<file path="src/rtl/regfile_pool_gen.sv">
// Bus register file with an IDLE/LAUNCH/BUSY engine sequencer, sticky DONE/ERR and IRQ.
// Build option POOL_RF_SHADOW_EN: RW writes land in a staging bank committed to cfg_o at launch.
//   state  | meaning
//   IDLE   | engine stopped, waiting for a START write
//   LAUNCH | start_o pulse being issued
//   BUSY   | engine running, waiting for done_i
module regfile_pool_gen #(
  parameter int              DW   = 16,
  parameter int              AW   = 14,
  parameter logic [AW-1:0]   BASE = 14'h200,
  parameter int              N_RW = 8,
  parameter int              N_RO = 5
) (
  input  logic                 clk,
  input  logic                 rst,
  input  logic                 wr_en,
  input  logic                 rd_en,
  input  logic [AW-1:0]        addr,
  input  logic [DW-1:0]        write_data,
  output logic [DW-1:0]        read_data_POOL,
  output logic [N_RW*DW-1:0]   cfg_o,
  input  logic [N_RO*DW-1:0]   sts_i,
  output logic                 start_o,
  input  logic                 done_i,
  output logic                 busy_o,
  output logic                 irq_o
);

  localparam logic [AW-1:0] A_CTRL = BASE;
  localparam logic [AW-1:0] A_RW0  = BASE + AW'(1);
  localparam logic [AW-1:0] A_RO0  = BASE + AW'(1 + N_RW);
  localparam logic [AW-1:0] A_STS  = BASE + AW'(1 + N_RW + N_RO);

  typedef enum logic [1:0] {IDLE, LAUNCH, BUSY} state_t;

  state_t                   state_q, state_d;
  logic [N_RW-1:0][DW-1:0]  rw_q;
  logic [N_RO-1:0][DW-1:0]  ro_q;
  logic                     irq_en_q, done_q, err_q;
  logic                     irq_en_d, done_d, err_d;
  logic                     done_set, err_set;
  logic [N_RW-1:0]          rw_hit;
  logic                     rw_wr, wr_ctrl, wr_sts, start_req, abort_req;

  always_comb begin
    rw_hit = '0;
    for (int k = 0; k < N_RW; k++) rw_hit[k] = (addr == A_RW0 + AW'(k));
  end

  assign rw_wr     = wr_en && (|rw_hit);
  assign wr_ctrl   = wr_en && (addr == A_CTRL);
  assign wr_sts    = wr_en && (addr == A_STS);
  assign start_req = wr_ctrl && write_data[0];
  assign abort_req = wr_ctrl && write_data[2];
  assign busy_o    = (state_q != IDLE);

  always_ff @(posedge clk) begin
    if (!rst) state_q <= IDLE;
    else      state_q <= state_d;
  end

  always_comb begin
    state_d  = state_q;
    done_set = 1'b0;
    err_set  = 1'b0;
    if (abort_req) begin
      state_d = IDLE;
    end else begin
      case (state_q)
        IDLE:   if (start_req) state_d = LAUNCH;
        LAUNCH: begin
          state_d = BUSY;
          err_set = start_req;
        end
        BUSY: begin
          err_set = start_req;
          if (done_i) begin
            state_d  = IDLE;
            done_set = 1'b1;
          end
        end
        default: state_d = IDLE;
      endcase
    end
`ifndef POOL_RF_SHADOW_EN
    // Single bank: config must not move under a running engine.
    if (rw_wr && (state_q != IDLE)) err_set = 1'b1;
`endif
  end

  // Set wins over a same-cycle write-1-to-clear.
  assign done_d   = done_set | (done_q & ~(wr_sts & write_data[1]));
  assign err_d    = err_set  | (err_q  & ~(wr_sts & write_data[2]));
  assign irq_en_d = wr_ctrl ? write_data[1] : irq_en_q;

`ifdef POOL_RF_SHADOW_EN
  logic [N_RW-1:0][DW-1:0] cfg_q;
  assign cfg_o = cfg_q;
`else
  assign cfg_o = rw_q;
`endif

  always_ff @(posedge clk) begin
    if (!rst) begin
      rw_q     <= '0;
      ro_q     <= '0;
      irq_en_q <= 1'b0;
      done_q   <= 1'b0;
      err_q    <= 1'b0;
      start_o  <= 1'b0;
      irq_o    <= 1'b0;
`ifdef POOL_RF_SHADOW_EN
      cfg_q    <= '0;
`endif
    end else begin
      irq_en_q <= irq_en_d;
      done_q   <= done_d;
      err_q    <= err_d;
      start_o  <= (state_q == LAUNCH);
      irq_o    <= done_d & irq_en_d;
      if (done_set) ro_q <= sts_i;
      for (int k = 0; k < N_RW; k++) begin
`ifdef POOL_RF_SHADOW_EN
        if (wr_en && rw_hit[k]) rw_q[k] <= write_data;
`else
        if (wr_en && rw_hit[k] && (state_q == IDLE)) rw_q[k] <= write_data;
`endif
      end
`ifdef POOL_RF_SHADOW_EN
      if ((state_q == IDLE) && (state_d == LAUNCH)) cfg_q <= rw_q;
`endif
    end
  end

  always_comb begin
    read_data_POOL = '0;
    if (rd_en) begin
      if (addr == A_CTRL) read_data_POOL[1] = irq_en_q;
      if (addr == A_STS)  read_data_POOL[2:0] = {err_q, done_q, busy_o};
      for (int k = 0; k < N_RW; k++)
        if (rw_hit[k]) read_data_POOL = rw_q[k];
      for (int j = 0; j < N_RO; j++)
        if (addr == A_RO0 + AW'(j)) read_data_POOL = ro_q[j];
    end
  end

endmodule

</file>
<file path="config.mk">
export PLATFORM = sky130hd
export DESIGN_NAME = regfile_pool_gen
export DESIGN_NICKNAME = d
export VERILOG_FILES = /design/src/rtl/regfile_pool_gen.sv
export SDC_FILE = /design/constraint.sdc
export NUM_CORES = 1
export LEC_CHECK = 0
export ABC_AREA = 1
export CAP_MARGIN = 20
export CORE_MARGIN = 10
export CORE_UTILIZATION = 25
export DETAILED_ROUTE_END_ITERATION = 7
export GPL_TIMING_DRIVEN = 1
export PLACE_DENSITY = 0.56
export SLEW_MARGIN = 0
export SYNTH_ARGS = -nofsm -noshare
export SYNTH_HDL_FRONTEND = slang
export SYNTH_SLANG_ARGS = --single-unit
</file>
<file path="constraint.sdc">
create_clock -name clk -period 2.45 [get_ports clk]
set_input_delay 0.49 -clock clk [delete_from_list [all_inputs] [get_ports clk]]
set_output_delay 0.49 -clock clk [all_outputs]
set_load 0.03 [all_outputs]
</file>
==> out/qor.csv, run 1 <==
stage,metric,value,unit
outcome,status,finished with violations,
outcome,failing checks,setup timing,
clock_tree,worst skew pair latency,0.52,ns
sta,RSZ-0062 raised after global routing,true,
sta,fin crit share,128,%
sta,setup violators final,16,
detailed_routing,"antenna viol nets, final",0,
sta,Tightest Pin Transition,0.598,ns
synthesis,sequential area share after synthesis,43.2,%
clock_tree,CTS tree,built,
setup_path,Worst Setup End Kind,output port,
detailed_routing,drt pass-1 iters,6,
die,die height,220,um
detailed_routing,vias per cell,4.72,
synthesis,synthesized area per cell,6.90,um2
power,VDD IR-drop max,0.395,mV
die,Core Region,39500,um2
sta,clock skew,0.0119,ns
synthesis,synth warn,0,
grt,initial antenna violation count,2,
synthesis,"Cell Area, Synth",9950,um2
worst_hold_path,hold crit path type,in2reg,
clock_tree,H-tree Lvls,1,
synthesis,post-synth top area cell,dfxtp_1,
job,MaxCap Viol Count,0,
power,Total Power,8.80,mW
finish,post-route cell area,16200,um2
worst_hold_path,Hold Crit Start,rst,
synthesis,post-synthesis cell count,1442,
sta,Setup WS post-layout,-0.674,ns
grt,all-layer global routing usage,18.8,%
die,Die Wd,220,um
clock_tree,CTS Buf Count,25,
detailed_routing,final WL,47800,um
setup_path,CP Data Arrival Time,2.63,ns
setup_path,Worst Setup SP,addr[5],
clock_tree,Root Driver,clkbuf_16,
synthesis,synthesized flop and latch total,215,
finish,layout cells sized above 1,24.1,%
finish,"most common cell after layout, fill and taps aside",o21ai_0,
place,Final GP Congestion,0.938,
setup_path,CP Data Required Time,1.96,ns
place,DP Area,14300,um2
sta,Period minus WS final,3.12,ns
sta,setup_tns,-9.56,ns
grt,vias in the first global route,10800,
clock_tree,clock buffer depth,3,
grt,first-pass GRT wire length,69100,um
power,power per cell area,542,nW/um2
sta,Max-slew headroom,60.1,%
synthesis,Netlist cell types,35,
finish,fin nets,1928,
clock_tree,clock-pin slew on the worst setup and hold paths,0.06,ns
synthesis,synth top area cells,"dfxtp_1 43%, o21ai_0 15%, a21oi_1 9.1%, nor2_1 7.9%, inv_1 6.1%",
power,Leakage,6.67,nW
sta,final hold vios,0,
sta,Max Clk Rate,0.320,GHz
synthesis,post-synth net total,1560,
detailed_routing,via count,11100,
setup_path,CP Max Fanout,5,
grt,pin count of the biggest net entering global routing,77,
finish,most frequent cells in the layout,"273 x o21ai_0, 229 x clkdlybuf4s50_1, 215 x dfxtp_1, 190 x nor2_1, 167 x a21oi_1",
die,Starting Density,25.2,%
place,detailed placer's ending HPWL,36000,um
detailed_routing,drt drc,0,
die,die area,48200,um2
detailed_routing,initial DRC count,1044,
setup_path,CP startpoint kind,primary input,
die,Ports,262,
place,port bufs,261,
detailed_routing,WL per Instance,20.3,um
setup_path,critical path class,in2out,
setup_path,reg2reg setup slack,0.78,ns
grt,total congestion overflow,0,
sta,Max Slew Vio Count,0,
finish,Area Overhead vs Synth,63.1,%
setup_path,Worst R2R Start,state_q[0]$_SDFFE_PP0P_,
synthesis,top-area cell type share of the netlist area,43.2,%
die,Core Rows,73,
finish,post-layout util,41.0,%
clock_tree,CTS Sinks,215,
==> synth_stat cells, drive strengths merged <==
library cell,instances
o21ai,315
nor2,226
dfxtp,215
a21oi,184
inv,174
nand2,150
clkbuf,67
nand3,32
buf,21
nor3,17
or2,13
a31oi,11
o21bai,5
ha,3
o211ai,3
nand3b,2
and3,1
nand4,1
o22ai,1
o311ai,1
==> routing by layer <==
metal,share of wire [%],up-vias,GRT usage (%)
li1,-,5460,-
met1,44,5189,24.6
met2,47,385,30.7
met3,6.1,81,3.37
met4,3.3,0,6.18
met5,0,-,0
==> critical path, stage by stage <==
cell and delay [ns]:
buf_6 0.10, nor2_4 0.16, nand2_4 0.12, buf_12 0.15, nor2_4 0.17, nand2_4 0.08, buf_4 0.15, inv_6 0.06
nor2_4 0.05, buf_4 0.14, o21ai_2 0.05, o21bai_4 0.14, nand2_2 0.09, nand2_2 0.09, nand2_4 0.08, nand3_4 0.08
nand3_4 0.08, a21oi_4 0.19, buf_6 0.15
==> flip-flops by register name, summed over array words and instances, names as in the netlist <==
name,flops
cfg_o,128
irq_en_q,1
err_q,1
state_q,2
irq_o,1
done_q,1
ro_q,80
start_o,1
==> cell type report <==
cell class                      instances  area (um2)
Fill cell                            3999       23300
Multi-Input combinational cell        965        5510
Sequential cell                       215        4300
Timing Repair Buffer                  429        4300
Clock buffer                           37         721
Inverter                              174         674
Tap cell                              525         657
Clock inverter                          6        57.6
Antenna cell                            2        5.00
==> kinds of logic (layout without fill, tap and decap cells) <==
group | Yosys count | count (layout) | share of synthesized area, %
buf+inv | 262 | 646 | 10.3
compound gates | 520 | 520 | 26.7
simple gates | 442 | 442 | 19.4
fa+ha+maj | 3 | 3 | 0.377
flops | 215 | 215 | 43.2
other cells | 0 | 2 | 0
==> through the flow <==
| stage | hold slack, ns | std cells | setup WS, ns |
|---|---|---|---|
| 2_1_floorplan | 0.470 | 1442 | -0.0658 |
| 3_3_place_gp | 0.463 | 2272 | -1.33 |
| 3_5_place_dp | 0.477 | 2272 | -1.31 |
| 4_1_cts | 0.452 | 2341 | -0.661 |
| 5_1_grt | 0.497 | 2353 | -0.750 |
| 6_report | 0.476 | 2353 | -0.674 |
==> power breakdown <==
group	switching, mW	internal (mW)
Combinational	0.763	0.498
Clock	1.53	2.12
Sequential	0.131	3.75
Total	2.42	6.38
==> repair_timing <==
| action | in CTS | in global routing |
|---|---|---|
| pin swaps | 89 | 75 |
| hold buffers | 0 | 0 |
| gates resized for setup | 222 | 64 |
| endpoints found under the setup margin | 18 | 16 |
| setup buffers | 26 | 10 |
| cloned | 2 | 1 |
==> path summary, 6_finish.rpt <==
| check | to | cells after the start |
|---|---|---|
| max | read_data_POOL[7] | 19 |
| min | err_q$_SDFF_PN0_ | 3 |
| max reg2reg | ro_q[68]$_SDFFE_PN0P_ | 8 |
| min reg2reg | cfg_o[13]$_SDFFE_PN0P_ | 2 |
No activity file was read; power rests on OpenSTA's default activity.
==> run 2: changes to the inputs <==
CTS_BUF_LIST = sky130_fd_sc_hd__clkbuf_4 sky130_fd_sc_hd__clkbuf_8   (was default)
PLACE_DENSITY = 0.52   (was 0.56)
SETUP_SLACK_MARGIN = 0.4   (was default)
==> out/qor.csv, run 2 (synthesis results as in run 1) <==
stage,metric,value,unit
outcome,status,finished with violations,
outcome,failing checks,setup timing,
die,die area,48200,um2
power,Total Power,9.08,mW
grt,all-layer global routing usage,18.7,%
die,Core Rows,73,
sta,setup violators final,16,
setup_path,CP startpoint kind,primary input,
power,power per cell area,556,nW/um2
grt,pin count of the biggest net entering global routing,51,
clock_tree,clock buffer depth,3,
detailed_routing,"antenna viol nets, final",0,
die,die height,220,um
clock_tree,Root Driver,clkbuf_8,
finish,Finished Layout Cells,2389,
worst_hold_path,hold crit path type,in2reg,
finish,Area Overhead vs Synth,64.0,%
finish,post-layout util,41.3,%
setup_path,"delay-heaviest family, CP",buffers and inverters,
detailed_routing,drt drc,0,
detailed_routing,drt pass-1 iters,5,
setup_path,slowest library cell on the worst path,o21ai_0,
setup_path,critical path class,in2out,
finish,layout cells sized above 1,27.3,%
setup_path,Worst Setup End Kind,output port,
grt,initial antenna violation count,0,
clock_tree,CTS Sinks,215,
place,Final GP Congestion,0.926,
job,MaxCap Viol Count,0,
sta,fin crit share,125,%
die,Ports,262,
sta,RSZ-0062 raised after global routing,true,
sta,clock skew,0.0203,ns
grt,first-pass GRT wire length,68800,um
clock_tree,CTS tree,built,
clock_tree,CTS Hold Bufs,0,
sta,Max-slew headroom,60.6,%
grt,total congestion overflow,0,
die,Starting Density,25.2,%
clock_tree,H-tree Lvls,2,
sta,Max Slew Vio Count,0,
sta,final hold vios,0,
setup_path,Critical Path Max Stage Delay,0.38,ns
sta,Setup WS post-layout,-0.609,ns
setup_path,CP Cell Sequence,"buf_6, nor2_4, nand2_8, buf_6, nor3_4, nand2_4, nor2_2, inv_1, buf_4, o21ai_0, buf_4, a21oi_4, buf_6",
detailed_routing,WL per Instance,19.9,um
die,Die Wd,220,um
sta,Period minus WS final,3.06,ns
clock_tree,clock-pin slew on the worst setup and hold paths,0.07,ns
place,port bufs,261,
sta,setup_tns,-8.93,ns
setup_path,CP Max Fanout,16,
clock_tree,worst skew pair latency,0.55,ns
detailed_routing,final WL,47500,um
finish,"most common cell after layout, fill and taps aside",o21ai_0,
sta,Tightest Pin Transition,0.590,ns
setup_path,CP Data Required Time,1.96,ns
detailed_routing,via count,11200,
place,detailed placer's ending HPWL,36200,um
power,Leakage,7.44,nW
finish,most frequent cells in the layout,"273 x o21ai_0, 215 x dfxtp_1, 186 x nor2_1, 166 x a21oi_1, 155 x inv_1",
power,VDD IR-drop max,0.291,mV
die,Core Region,39500,um2
finish,fin nets,1950,
grt,vias in the first global route,10900,
setup_path,crit path buf inv count,6,
detailed_routing,vias per cell,4.70,
place,Placed Cells,2277,
setup_path,"most used cell, CP",buf_6,
detailed_routing,initial DRC count,1055,
finish,Largest register FFs,128,
sta,Max Clk Rate,0.327,GHz
place,dpl ws,-1.38,ns
setup_path,CP Data Arrival Time,2.57,ns
clock_tree,CTS Buf Count,41,
## run 2: power breakdown
| part | leakage (nW) | switching [mW] | total [mW] | internal, mW |
|---|---|---|---|---|
| sequential | 1.74 | 0.127 | 3.88 | 3.76 |
| combinational | 5.21 | 0.767 | 1.27 | 0.507 |
| clock | 0.491 | 1.60 | 3.92 | 2.32 |
| total | 7.44 | 2.50 | 9.08 | 6.58 |
## run 2: worst min-delay path, stage by stage
cell,delay [ns]
buf_4,0.27
o21ai_0,0.14
a21oi_1,0.05
## run 2: area by class of cell
| type | instances | area (um2) |
|---|---|---|
| multi-input cells | 965 | 5630 |
| clock buffers | 65 | 851 |
| flip-flops and latches | 215 | 4300 |
| diodes | 1 | 2.50 |
| repair buffers | 435 | 4120 |
| inverters | 174 | 671 |
| clock inverters | 9 | 76.3 |
| fillers | 4081 | 23200 |
| well taps | 525 | 657 |
## run 2: worst paths after layout
| check | startpoint | end | slack [ns] | cells after the start |
|---|---|---|---|---|
| hold reg to reg | cfg_o[5]$_SDFFE_PN0P_ | cfg_o[5]$_SDFFE_PN0P_ | 0.48 | 2 |
| setup reg to reg | state_q[0]$_SDFFE_PP0P_ | ro_q[37]$_SDFFE_PN0P_ | 0.79 | 8 |
| hold / removal | rst | cfg_o[7]$_SDFFE_PN0P_ | 0.46 | 3 |
| setup / recovery | addr[5] | read_data_POOL[14] | -0.61 | 13 |
## run 2: metal layers
metal | global-route usage [%] | vias up | routed length, um
li1 | - | 5526 | -
met1 | 24.5 | 5275 | 21000
met2 | 30.7 | 371 | 22200
met3 | 3.65 | 61 | 3130
met4 | 5.42 | 0 | 1130
met5 | 0 | - | 0
## run 2: stage by stage
step                hold WS (ns)  instance area, um2
floorplan                  0.470               10300
global placement           0.469               14300
detailed placement         0.477               14300
CTS                        0.435               15800
global route               0.476               16300
finish                     0.464               16300
## run 2: repair_timing
item | 4_1_cts | 5_1_grt
setup buffers | 19 | 16
pin swaps | 83 | 57
gates cloned | 0 | 2
setup endpoints to repair | 230 | 79
resized for setup | 384 | 99
